File: config.mk
export PLATFORM = sky130hd
export DESIGN_NAME = fixedpointquantizer
export DESIGN_NICKNAME = d
export VERILOG_FILES = /design/src/rtl/fixedpointquantizer.sv
export SDC_FILE = /design/constraint.sdc
export NUM_CORES = 1
export LEC_CHECK = 0
export BUFFER_PORTS_ARGS = -buffer_cell sky130_fd_sc_hd__buf_2
export CORE_MARGIN = 4
export CORE_UTILIZATION = 30
export CTS_CLUSTER_SIZE = 20
export DETAILED_ROUTE_END_ITERATION = 8
export PLACE_DENSITY = 0.48
export SLEW_MARGIN = 10
export SYNTH_ARGS = -nofsm -noshare
export SYNTH_HDL_FRONTEND = slang
export SYNTH_SLANG_ARGS = --single-unit
File: constraint.sdc
create_clock -name clk -period 2.75 [get_ports clk]
set_input_delay 0.275 -clock clk [delete_from_list [all_inputs] [get_ports clk]]
set_output_delay 0.275 -clock clk [all_outputs]
set_load 0.01 [all_outputs]
File: src/rtl/fixedpointquantizer.sv
// Requantizes wide signed products to BQ bits: round-half-up right shift, then saturate.
// Latency: 2 cycles (accepted at edge k, out_valid visible after edge k+1).
// Backpressure: two-deep pipeline; in_ready follows out_ready combinationally when full.
module fixedpointquantizer #(
    parameter int BP = 45,
    parameter int BQ = 8,
    parameter int BS = 6,
    parameter int BN = 16
) (
    input  logic                 clk,
    input  logic                 clr_n,
    input  logic                 in_valid,
    output logic                 in_ready,
    input  logic signed [BP-1:0] in_p,
    input  logic        [BS-1:0] in_shift,
    output logic                 out_valid,
    input  logic                 out_ready,
    output logic signed [BQ-1:0] out_q,
    output logic                 out_sat,
    output logic        [BN-1:0] sat_cnt,
    input  logic                 cnt_clr
);

    localparam logic        [BS-1:0] SMAX = BS'(BP - 1);
    localparam logic signed [BP:0]   QMAX = (BP + 1)'((2 ** (BQ - 1)) - 1);
    localparam logic signed [BP:0]   QMIN = ~QMAX;

    logic                 v1, v2, en1, en2;
    logic        [BS-1:0] s;
    logic signed [BP:0]   ext, rnd, v1_d, v1_val;
    logic signed [BQ-1:0] q_d;
    logic                 sat_d;

    assign en2       = !v2 || out_ready;
    assign en1       = !v1 || en2;
    assign in_ready  = en1 && clr_n;
    assign out_valid = v2;

    // One guard bit above the product keeps the rounding add from overflowing.
    always_comb begin
        s    = (in_shift > SMAX) ? SMAX : in_shift;
        ext  = {in_p[BP-1], in_p};
        rnd  = '0;
        if (s != '0)
            rnd = (BP + 1)'(1) << (s - BS'(1));
        v1_d = (ext + rnd) >>> s;
    end

    always_comb begin
        q_d   = v1_val[BQ-1:0];
        sat_d = 1'b0;
        if (v1_val > QMAX) begin
            q_d   = {1'b0, {(BQ - 1){1'b1}}};
            sat_d = 1'b1;
        end else if (v1_val < QMIN) begin
            q_d   = {1'b1, {(BQ - 1){1'b0}}};
            sat_d = 1'b1;
        end
    end

    // Data registers only load with a valid sample so a stalled output stays put.
    always_ff @(posedge clk or negedge clr_n) begin
        if (!clr_n) begin
            v1      <= 1'b0;
            v2      <= 1'b0;
            v1_val  <= '0;
            out_q   <= '0;
            out_sat <= 1'b0;
        end else begin
            if (en1) begin
                v1 <= in_valid;
                if (in_valid)
                    v1_val <= v1_d;
            end
            if (en2) begin
                v2 <= v1;
                if (v1) begin
                    out_q   <= q_d;
                    out_sat <= sat_d;
                end
            end
        end
    end

    always_ff @(posedge clk or negedge clr_n) begin
        if (!clr_n)
            sat_cnt <= '0;
        else if (cnt_clr)
            sat_cnt <= '0;
        else if (out_valid && out_ready && out_sat && (sat_cnt != {BN{1'b1}}))
            sat_cnt <= sat_cnt + BN'(1);
    end

endmodule

# Yosys cells after proc, flatten, opt, wreduce, memory -nomap -nowiden

Cells that the tools add are included.

Bits in registers: 73
Input bits: 56

Add/sub/neg operators: 3
Shift operators: 2
Muxes and demuxes: 8
Reductions and logical operators: 12
Equal/unequal tests: 1
Order comparisons: 3

Operators by type and width:

| operator              | count |
|---|---|
| $add 45x46->46        | 1 |
| $gt 46x8->1 const B   | 1 |
| $lt 46x8->1 const B   | 1 |
| $mux 46               | 1 |
| $shl 1x6->46 const A  | 1 |
| $sshr 46x6->46        | 1 |
| $mux 16               | 2 |
| $add 16x1->16 const B | 1 |
| $mux 8                | 2 |
| $ne 16x16->1 const B  | 1 |
| $gt 6x6->1 const B    | 1 |
| $mux 6                | 1 |
| $reduce_bool 6->1     | 1 |
| $sub 6x1->6 const B   | 1 |
| $logic_and 1x1->1     | 4 |
| $reduce_and 2->1      | 2 |
| $logic_not 1->1       | 2 |
| $logic_or 1x1->1      | 2 |
| $mux 1                | 2 |
| $reduce_bool 2->1     | 1 |

# Longest topological paths before layout

Gate-level depths: netlist (run 1).

Depth in word-level cells: 7
Gate-level depth with buffers: 22
Gate-level depth less buffers: 17

# Least setup slack after synthesis (run 1)

No wires, ideal clock.

Kind: input -> register
Start point: input in_shift[2]
End point: register v1_val[3]
Data arrival time: 4.836 ns
Stages on the path: 21
Setup time: 0.082 ns
Path buffers: 5
Setup slack: -2.168 ns
Cells stage by stage: clkbuf_1 > inv_1 > nand2_1 > clkbuf_1 > buf_1 > buf_1 > nand2_1 > nor2_1 > ha_1 > buf_4 > nand2_1 > o21ai_1 > a221o_1 > o2111ai_1 > nand2_1 > xor2_1 > o221ai_1 > or4_1 > and3_1 > a2111o_1 > a31oi_1

Word-level cells in the longest chain between the ends: 7
Elaborated cells on any way between the ends: 8

RTL lines:

| item                 | RTL line | text |
|---|---|---|
| start, declared      | 15       | `input logic [BS-1:0] in_shift,` |
| $gt 6x6->1           | 41       | `s = (in_shift > SMAX) ? SMAX : in_shift;` |
| $mux 6 *             | 41       |  |
| $sub 6x1->6          | 45       | `rnd = (BP + 1)'(1) << (s - BS'(1));` |
| $shl 1x6->46         | 45       |  |
| $mux 46              | 44       | `if (s != '0)` |
| $add 45x46->46       | 46       | `v1_d = (ext + rnd) >>> s;` |
| $sshr 46x6->46 *     | 46       |  |
| end signal, assigned | 73       | `v1_val <= v1_d;` |
| end, declared        | 30       | `logic signed [BP:0] ext, rnd, v1_d, v1_val;` |

Mark *: on every way between the ends. The rest lies on a longest branch, timed or not.
A chain may end at the register's enable or synchronous reset.

# Worst setup path in the final report (run 1)

Start point: input in_shift[0]
End point: register v1_val[28]

Same word-level chain as after synthesis.

==> impl.org, run 1 <==
** Floorplanning
- Die outline area :: 36900 sq um
- # rows :: between 60 and 70
- In this run the horizontal extent of the chip is 192 microns.
- Starting utilization of the core area :: 30.4%
- From bottom edge to top edge, the die measures 192 microns.
- Core ar. :: 33400 sq um
- Number of placed I/O pins :: 83

** Pwr
- In this run, flip-flops and latches consume 25.5% of the power.
- The share of total power dissipated in combinational logic is 53.6%.
- In this run switching power makes up 40.8% of total power.
- Fraction of power consumed by the clock network :: 20.8%
- Power per unit of standard cell area :: 326 nW/um^2
- VDD sags by at most around 0.00032 V.
- The analysis attributes to cell leakage a power of 7.40 nW.
- For this design the total switching power over the nets is 2.27 mW.
- Cell internal power dissipation :: 3.29 mW

** Synthesis
- Post-synth top cells :: 195 x nor2_1, 164 x nand2_1, 118 x a21oi_1
- Fraction of registers with async set or reset after synthesis :: 100%
- Seq cells post-synth :: 73
- Ys Warns :: 0
- Averaged over all synthesized cells, the footprint is 7.10 sq um.
- For this run, the leading register cell type out of synthesis is dfrtp_1.
- Net count after synthesis :: about 1500
- Of the synthesized area, sequential elements account for 18.0%.
- By area the synthesized netlist is led by dfrtp_1 18%, nor2_1 7.2%, nand2_1 6.1%, a21oi_1 5.8%, ha_1 5.7%.
- Synthesis handed over a netlist of 1431 instances.
- In this run the biggest area consumer among cell types represents 18.0% of the synthesized area.
- Yosys mapped the design onto 92 distinct sky130hd cell types.
- Most frequently used cell type in the post-synthesis netlist :: nor2_1
- The mapped netlist covers 10200 sq um.
- Number of synthesized flops with an enable pin :: 0
- Post-synth top area cell :: dfrtp_1

** STA
- Dividing the final minimum period by the clock period gives 150%.
- Post-layout worst setup margin :: -1390 ps
- Final setup skew :: 5.71 ps
- Hold Slack :: between 150 and 200 ps
- Headroom to the max-slew limit came out at 49.0%.
- The number of hold-slack violations in the final timing report came to 0.
- Final Slew Violations :: 0
- Static timing analysis puts the maximum clock frequency at 242 MHz.
- Unrepaired setup endpoints after global routing :: yes
- Fin crit period :: 4140 ps
- Slew at the pin closest to its max-slew limit :: 762 ps
- Setup violations remaining at the end of the flow were counted as 46.

** Clocking
- In this run, CTS created clock tree buffers numbering 9.
- Clock tree sinks :: 73
- CTS built an H-tree with a depth of 3.
- At the later pin of the worst-skew pair, clock insertion delay measures 340 ps.
- The clock passes through at most 2 buffers.
- TritonCTS clock tree :: built
- Clk Tree Root Cell :: clkbuf_16
- After clock tree synthesis, the clock-pin slew on the worst setup and hold paths is about 60 ps.

** Placement
- Port-buffer cells :: 82
- Routability Congestion :: between 0.9 and 1
- The wire-length estimate of the detail-placed layout is 40900 microns.
- Placed Cells incl. Taps :: ~2300

** GRT
- Largest net degree at the start of global routing :: 48
- Initial antenna violation count :: 0
- Summed over all layers, the global routing overflow is 0.
- The first global-routing pass estimated 78600 microns of wire.
- The via count of the first global-routing pass was between 10000 and 15000.
- Across every metal layer, demand over resource in global routing totals 27.3%.

** Route
- Per-cell routed wire length :: 21.5 microns
- Total Wirelength :: 51800 microns
- The first routing iteration left between 1000 and 1500 violations.
- Vias per cell :: between 5 and 6
- First-pass iteration count of the detailed router :: 5
- Number of DRC violations after detailed routing :: 0
- The detailed router placed between 10000 and 15000 vias in this run.
- In this run the remaining antenna-violating nets after routing total 0.

** Cells and area
- The net count of the finished layout is approximately 2100.
- Area occupied by multi-input gates :: 9610 sq um
- Share of post-route cells with drive strength above 1 :: between 40% and 50%
- Compared with the post-synthesis result, the final layout area differs by 68.1%.
- 0 antenna diodes ended up in the layout.
- The sequential cells in the finished layout cover a total of 1830 sq um.
- Utilization after layout :: 51.0%
- Post-layout instance count excluding filler cells :: 2414
- Counting the fill cells in the layout gives 3291.

** Status
- Violations in the final reports :: negative setup slack
- The flow ran to the end, but the final reports show violations.

** Run
- Max-cap violations :: 0

** Worst setup path
- For the worst setup path, the data arrival time is 4420 ps.
- Worst Setup Path Type :: in -> reg
- Of all nets on the critical path, the largest fanout is 5.
- Data required time of the worst path :: around 3000 ps
- STA classifies the critical path endpoint as a flip-flop.
- Cell count of the worst reg-to-reg path :: 9
- The worst setup path is launched from a primary input.

** Hold path
- The path class of the tightest hold or removal check is in -> reg.
- Worst hold stages :: 2
==> metrics by stage <==
| step | TNS (ps) | setup WS (ps) | instance area (sq um) | power [mW] |
|---|---|---|---|---|
| detailed placement | -94260 | -2280 | 14600 | 3.87 |
| CTS | -57400 | -1430 | 16000 | 5.32 |
| finish | -58380 | -1390 | 17100 | 5.56 |
| global placement | -95060 | -2290 | 14600 | 3.85 |
| global route | -66070 | -1600 | 17100 | 5.84 |
| floorplan | -60960 | -1550 | 10600 | 2.67 |
==> worst paths after layout <==
check	slack, ps	to	startpoint
max	-1390	v1_val[28]	in_shift[0]
min	150	v1	in_valid
max reg2reg	370	sat_cnt[15]	sat_cnt[0]
min reg2reg	510	out_valid	v1
max in group asynchronous	1370	sat_cnt[15]	clr_n
min in group asynchronous	400	out_q[3]	clr_n
==> registers in the layout (all words and copies together) (netlist names) <==
register and count:
out_q 8, out_sat 1, out_valid 1, sat_cnt 16
v1 1, v1_val 46
==> cells by family after synthesis <==
logic type	synth area share [%]
fa+ha+maj	5.86
mux	5.70
buf+inv	4.79
xor+xnor	4.14
other cells	0.0369
simple gates	27.5
flops	18.0
compound gates	33.9
==> cell type report <==
cell class,instances,area share (%)
clock inverter,5,0.235
multi-input combinational,1242,56.3
tap,448,3.28
clock buffer,11,1.48
sequential,73,10.7
inverter,16,0.411
timing repair buffer,619,27.6
==> worst max-delay path: stages <==
cell and delay (ps):
buf_8 100, nand2b_4 130, or3_4 330, or3_4 390, fa_2 350, nand2b_4 150
a21o_4 240, a2111oi_4 420, o2111ai_4 230, buf_6 180, nand2_4 50, xor2_2 140
buf_4 150, buf_6 100, o22ai_4 60, buf_4 150, or4_1 390, o21a_1 150
a221oi_2 270, o22a_1 160
==> repair_timing <==
item | CTS | global route
hold buffers | 1 | 0
buffers inserted | 35 | 38
hold endpoints to repair | 26 | 0
gates cloned | 0 | 0
setup endpoints to repair | 46 | 46
pin swaps | 86 | 97
resized for setup | 180 | 183
==> cell usage in the layout (no fill, tap or decap), types with 15 or more instances in the layout <==
| master | instances |
|---|---|
| buf_4 | 488 |
| nor2_1 | 172 |
| nand2_1 | 134 |
| a21oi_1 | 90 |
| buf_2 | 78 |
| dfrtp_1 | 73 |
| o21ai_0 | 43 |
| buf_6 | 42 |
| nand4_1 | 41 |
| ha_1 | 36 |
| nand3_1 | 34 |
| mux2i_1 | 32 |
| o21ai_1 | 28 |
| nor3_1 | 26 |
| o22ai_1 | 26 |
| o21a_1 | 24 |
| a21oi_2 | 22 |
| o211ai_1 | 21 |
| nand2_2 | 20 |
| a31oi_1 | 20 |
| xor2_1 | 20 |
| and3_1 | 19 |
| a211oi_1 | 16 |
| xnor2_1 | 15 |
==> power by group through the flow <==
stage	clock network, mW	logic [mW]	registers (mW)
after floorplan	0	1.28	1.39
after global placement	0	2.43	1.42
after detailed placement	0	2.44	1.43
after CTS	1.17	2.74	1.41
after global routing	1.22	3.18	1.44
final	1.16	2.98	1.42
==> metal layers <==
metal,track usage (%),vias to the layer above,share of wire [%]
met5,0,-,0
met4,8.80,0,3.8
met3,1.67,110,5.0
met2,45.3,499,46
met1,37.9,6668,45
li1,-,6501,-
Note: power is estimated with default switching activity, not from simulation.
==> run 2: changes to the inputs <==
--- a/config.mk
+++ b/config.mk
@@ -10,7 +10,7 @@
 export CORE_UTILIZATION = 30
 export CTS_CLUSTER_SIZE = 20
 export DETAILED_ROUTE_END_ITERATION = 8
-export PLACE_DENSITY = 0.48
+export PLACE_DENSITY = 0.55
 export SLEW_MARGIN = 10
 export SYNTH_ARGS = -nofsm -noshare
 export SYNTH_HDL_FRONTEND = slang
==> impl.org, run 2 (synthesis gave the netlist of run 1 again) <==
** Cells and area
- Max FFs per register :: 46
- Area overhead of the layout relative to synthesis :: 60.3%
- The layout has 3294 filler cells.
- In the final design database the tool counted roughly 2000 nets.
- Largest regs :: v1_val (46), sat_cnt (16), out_q (8)
- More flip-flops sit in one register than any other, and that register is v1_val.
- Leaving out filler cells and counting taps, the final layout contains ~2400.
- Post-route cell area :: 16300 sq um
- Leaving out fill and tap cells, the most frequent cell in the layout is buf_4.
- Share of post-route cells with drive strength above 1 :: 43.7%
- Utilization after layout :: around 50%
- Commonest cells after routing, fill and taps aside :: 452 x buf_4, 179 x nor2_1, 147 x nand2_1, 93 x a21oi_1, 76 x buf_2
- 0 antenna diodes ended up in the layout.

** Placement
- Worst-case setup slack after placement :: -2170 ps
- The placed instances occupy a cell area of 14300 sq um.
- Routability-driven placement finished with a final weighted congestion of 0.987.
- Placed Cells incl. Taps :: roughly 2300
- Once detailed placement completed, the half-perimeter wirelength came to 39200 microns.
- Input and output buffers added on the ports amount to 82.

** STA
- The worst pin sits at a relative slew slack of 54.6%.
- At the pin with the least slew margin, the transition time is between 600 and 700 ps.
- For the final database, setup skew stands at roughly 6.6 ps.
- Final Slew Violations :: 0
- Across all setup checks in the final design, the least slack found is -1390 ps.
- Static timing analysis puts the maximum clock frequency at 241 MHz.
- Dividing the final minimum period by the clock period gives 151%.
- In the final timing run, aggregate negative setup slack is -57860 ps.
- Across all hold checks on the routed design, the worst slack comes to around 160 ps.
- Final Hold Viols :: 0
- Setup violations remaining at the end of the flow were counted as 46.
- Fin crit period :: 4140 ps
- Unrepaired setup endpoints after global routing :: yes

** Hold path
- The path with the worst hold slack has its endpoint at v1.
- Hold Path Class :: in -> reg
- The worst hold path begins at in_valid.
- Worst hold stages :: 2

** Pwr
- In this run the power density over the cells is 346 nW/um^2.
- The design draws ~5.6 mW.
- Highest ir drop seen on vdd :: 0.000332 V
- Combinational cell fraction of total power :: 49.9%
- The analysis attributes to cell leakage a power of around 7 nW.
- The clock network burns between 20 and 25% of the power.
- Switching power total :: around 2.2 mW
- Proportion of power drawn by flip-flops and latches :: 25.2%
- Cell internal power dissipation :: 3.43 mW
- Fraction of power spent switching nets :: 39.1%

** Route
- Count of nets left with antenna violations after detail routing :: 0
- Using the TritonRoute via totals, the vias-per-cell ratio works out to 5.81.
- The routed design has approximately 50000 microns of wire.
- Initial drt markers :: 1273
- For this run, design rule violations remaining after detail routing come to 0.
- First-pass iteration count of the detailed router :: 6
- After detailed routing, the average wire length per cell comes to approximately 21 microns.
- The detailed router placed 13700 vias in this run.

** Clocking
- Clock tree synthesis inserted a total of 9 buffers.
- Insertion delay to the later sink of the worst-skew pair :: 340 ps
- TritonCTS clock tree :: built
- In this run the deepest clock path goes through 2 buffers.
- The tree is rooted in a clkbuf_16.
- Clock tree sinks :: 73
- The H-tree was split into 3 levels.
- After clock tree synthesis, the clock-pin slew on the worst setup and hold paths is 60 ps.

** Worst setup path
- For flop-to-flop paths, the worst setup slack is 400 ps.
- Data required time of the worst path :: around 3000 ps
- Critical R2R Capture :: sat_cnt[15]
- The critical path is of the in -> reg type.
- Cell count of the worst reg-to-reg path :: 9
- Crit path capture type :: flip-flop
- The worst setup path is launched from a primary input.
- Largest fanout on the critical path :: 6
- Data arrives at the worst endpoint at between 4000 and 5000 ps.
- In this run the critical register-to-register path is launched from sat_cnt[0].

** Floorplanning
- Number of placed I/O pins :: 83
- Row generation in the floorplan step produced 67 rows.
- The floorplan step defined a core boundary enclosing ~33000 sq um.
- Chip height :: 192 microns
- The die covers 36900 sq um.
- The initial utilization of the core area, before any placement, comes to 30.4%.
- Width of the die :: approximately 190 microns

** GRT
- GRT Residual Overflow :: 0
- Vias in the first global route :: 13600
- Across every metal layer, demand over resource in global routing totals 26.1%.
- Global-route wire length before repair :: between 70000 and 80000 microns
- The number of antenna violations at the first check in global routing was 0.
- Largest net degree at the start of global routing :: 46

** Status
- The run finished, with violations left.
- Violations in the final reports :: negative setup slack

** Run
- Max-cap violations :: 0
run 2: final cells by class:
class	count	area [sq um]	share of cell area, %
Sequential cell	73	1830	11.2
Clock inverter	6	115	0.707
Timing Repair Buffer	560	4190	25.7
Clock buffer	10	239	1.47
Tap cell	448	561	3.44
Inverter	16	63.8	0.392
Multi-Input combinational cell	1242	9280	57.0
run 2: worst max-delay path by stage:
stage / to / cells past startpoint / from
6_report: v1_val[39] / 23 / in_shift[1]
3_3_place_gp: v1_val[31] / 18 / in_shift[4]
5_1_grt: v1_val[39] / 23 / in_shift[1]
4_1_cts: v1_val[4] / 18 / in_shift[0]
3_5_place_dp: v1_val[4] / 20 / in_shift[0]
2_1_floorplan: v1_val[3] / 17 / in_shift[1]
run 2: power groups by stage:
stage | sequential [mW] | combinational, mW | clock (mW)
5_1_grt | 1.44 | 2.99 | 1.45
3_5_place_dp | 1.43 | 2.38 | 0
4_1_cts | 1.41 | 2.62 | 1.41
2_1_floorplan | 1.39 | 1.28 | 0
3_3_place_gp | 1.42 | 2.36 | 0
6_report | 1.42 | 2.81 | 1.40
run 2: what timing repair did:
item                                    in CTS  in global routing
pin swaps                                   80                 45
endpoints found under the setup margin      46                 46
setup buffers                               37                 14
gates resized for setup                    171                114
gates cloned                                 1                  0
hold buffers                                 1                  0
endpoints found under the hold margin       28                  0
run 2: critical path, stage by stage:
cell       delay [ps]
buf_4             130
buf_6             130
clkinv_1           50
nand4_1           190
nor3_2            180
ha_2              220
inv_2              40
fa_2              330
nand2b_4          150
a21o_4            230
buf_6             130
a21o_4            220
a2111oi_4         280
buf_4             190
nor4_4             50
o41ai_2           310
xnor2_2           170
buf_4             170
o211a_4           250
a22o_1            240
buf_4             160
o211ai_1          170
o21a_1            140
run 2: per-layer routing:
layer	track usage [%]	vias up	part of all wire, %
met3	2.40	150	6.6
met1	35.2	6533	44
met2	43.3	625	46
met4	9.74	0	4.3
met5	0	-	0
li1	-	6370	-
==> run 3: changes to the inputs <==
==> constraint.sdc (replaced) <==
create_clock -name clk -period 3.4 [get_ports clk]
set_input_delay 0.34 -clock clk [delete_from_list [all_inputs] [get_ports clk]]
set_output_delay 0.34 -clock clk [all_outputs]
set_load 0.01 [all_outputs]
==> impl.org, run 3 (synthesis gave the netlist of run 1 again) <==
** Status
- Status :: finished, violations left
- Violations in the final reports :: negative setup slack

** STA
- The count of pins over their slew limit came to 0.
- Final setup skew :: 9.30 ps
- Derived from the worst setup path, the maximum achievable clock frequency is 230 MHz.
- For the finished layout, the period the worst path requires is 4340 ps.
- Post-layout worst setup margin :: -944 ps
- In this run the tightest slew margin relative to its limit is 40.2%.
- Setup violations remaining at the end of the flow were counted as 46.
- Dividing the final minimum period by the clock period gives 128%.
- Unrepaired setup endpoints after global routing :: yes
- Final Hold Viols :: 0
- Slew at the pin closest to its max-slew limit :: 894 ps

** Placement
- After detailed placement, the design holds a cell count of between 2000 and 2500.
- Routability Congestion :: ~0.96
- The placed instances occupy a cell area of 14200 sq um.
- Once detailed placement completed, the half-perimeter wirelength came to approximately 40000 microns.
- OpenSTA, run right after detailed placement, puts the worst setup slack at -1500 ps.
- Port-buffer cells :: 82

** Cells and area
- Layout fillers :: 3315
- Most common library cell in the layout ignoring fill and taps :: buf_4
- Summing all non-filler instances in the final layout gives an area of 16400 sq um.
- After the flow finishes, the layout carries non-filler instances totaling 2361.
- In the final design database the tool counted 2011 nets.
- The post-route netlist has 44.1% of its cells at a drive strength greater than 1.
- The repair_antennas step left the layout with diodes totalling 0.
- Commonest cells after routing, fill and taps aside :: 446 x buf_4, 177 x nor2_1, 146 x nand2_1, 86 x a21oi_1, 78 x buf_2
- Area overhead of the layout relative to synthesis :: 61.9%
- The register with the most flip-flops in the layout has 46 of them.
- In the final layout, the registers with the most flip-flops are v1_val (46), sat_cnt (16), out_q (8).
- More flip-flops sit in one register than any other, and that register is v1_val.
- Utilization after layout :: around 49%

** Worst setup path
- CP Launch Type :: primary input
- Number of buffer and inverter stages on the critical path :: 5
- In this design, the stage delay of the slowest critical-path cell is 380 ps.
- The critical path is of the in -> reg type.
- Cell family contributing the most delay on the critical path :: compound AO/OA/AOI/OAI gates
- For the worst setup path, the data required time is 3610 ps.
- The critical path goes through buf_8 -> buf_12 -> or3_4 -> or3_4 -> fa_2 -> nand2b_4 -> a21o_4 -> a2111oi_4 -> buf_4 -> o2111ai_4 -> buf_6 -> o211ai_1 -> buf_4 -> a2bb2oi_2 -> o211a_1 -> a22o_1 -> mux2i_4 -> a221o_1.
- CP arrival :: 4560 ps
- Largest fanout on the critical path :: 6
- The slowest stage of the critical path is the or3_4 cell.
- STA classifies the critical path endpoint as a flip-flop.

** Pwr
- Post-layout total power :: 4.47 mW
- Power per unit of standard cell area :: around 270 nW/um^2
- Highest ir drop seen on vdd :: 0.000282 V
- The analysis attributes to cell leakage a power of 7.12 nW.

** Clocking
- Clk Tree Root Cell :: clkbuf_16
- The H-tree was split into 3 levels.
- Max Root-Sink Buffers :: 2
- For the worst-skew pair, the clock arrives at the later sink with an insertion delay of 340 ps.
- Clock tree sinks :: 73
- TritonCTS clock tree :: built
- Clock buffer count from CTS :: 9
- Register clock-pin slew on the reported worst setup and hold paths :: around 60 ps

** Hold path
- The worst hold path belongs to the class in -> reg.

** Floorplanning
- The die is 192 microns wide.
- The die is about 190 microns tall.
- Core ar. :: 33400 sq um
- Row generation in the floorplan step produced 67 rows.
- Starting utilization of the core area :: 30.4%
- Die outline area :: 36900 sq um
- Number of placed I/O pins :: 83

** GRT
- Total routing usage reported by global routing :: a little over a quarter
- Global-route wire length before repair :: 76300 microns
- Initial antenna violation count :: 2
- Largest net degree at the start of global routing :: 47
- Vias in the first global route :: 13400
- For this run the aggregate overflow at the end of global routing stands at 0.

** Route
- Vias :: roughly 14000
- Total Wirelength :: 49800 microns
- Number of DRC violations after detailed routing :: 0
- Vias per cell :: roughly 5.8
- In this run, the number of DRC markers left after iteration 0 of detailed routing was 1175.
- Count of nets left with antenna violations after detail routing :: 0
- First-pass iteration count of the detailed router :: 5
- In the final routed layout, each cell accounts on average for 21.1 microns.

** Run
- Max-cap violations :: 0
## run 3: path summary, 6_finish.rpt
kind / from / endpoint / slack [ps] / depth (start not counted)
setup / recovery: in_shift[4] / v1_val[31] / -940 / 18
hold / removal: in_valid / v1 / 240 / 2
setup reg to reg: sat_cnt[0] / sat_cnt[15] / 1060 / 9
hold reg to reg: v1 / out_valid / 500 / 1
max in group asynchronous: clr_n / v1_val[42] / 1960 / 3
min in group asynchronous: clr_n / out_q[3] / 460 / 2
## run 3: what timing repair did
action / 4_1_cts / 5_1_grt
setup buffers: 26 / 39
setup endpoints to repair: 46 / 46
hold buffers: 1 / 0
resized for setup: 153 / 147
pin swaps: 85 / 88
hold endpoints to repair: 27 / 0
## run 3: power breakdown
group / total, mW / leakage, nW / internal, mW / switching (mW)
clock network: 1.03 / 0.152 / 0.642 / 0.387
logic: 2.29 / 6.10 / 1.03 / 1.26
registers: 1.14 / 0.867 / 1.01 / 0.130
## run 3: cell type report
class	count	area, sq um	share of cell area, %
flip-flops and latches	73	1830	11.1
well taps	448	561	3.41
repair buffers	566	4270	26.0
inverters	16	62.6	0.380
multi-input cells	1242	9400	57.2
clock inverters	7	93.8	0.571
clock buffers	9	225	1.37
## run 3: worst reg2reg max path, cell delays in order, from the launching register on
cell,delay [ps]
dfrtp_1,420
ha_1,240
and3_1,200
and3_1,220
a31oi_1,210
and4_1,270
and3_1,300
and3_1,200
xnor2_1,110
nor2_1,50
## run 3: metal layers
metal  vias up  global-route usage [%]  share of wire (%)
met4         2                    9.38                3.8
met2       537                    43.2                 47
li1       6396                       -                  -
met1      6636                    35.1                 43
met3       116                    3.20                6.6
met5         -                       0              0.010
## run 3: per-stage QoR
step / setup TNS (ps) / hold WS (ps)
2_1_floorplan: -34050 / 44.4
4_1_cts: -31350 / 223
6_report: -35300 / 237
3_5_place_dp: -59510 / 284
3_3_place_gp: -61010 / 283
5_1_grt: -39660 / 253
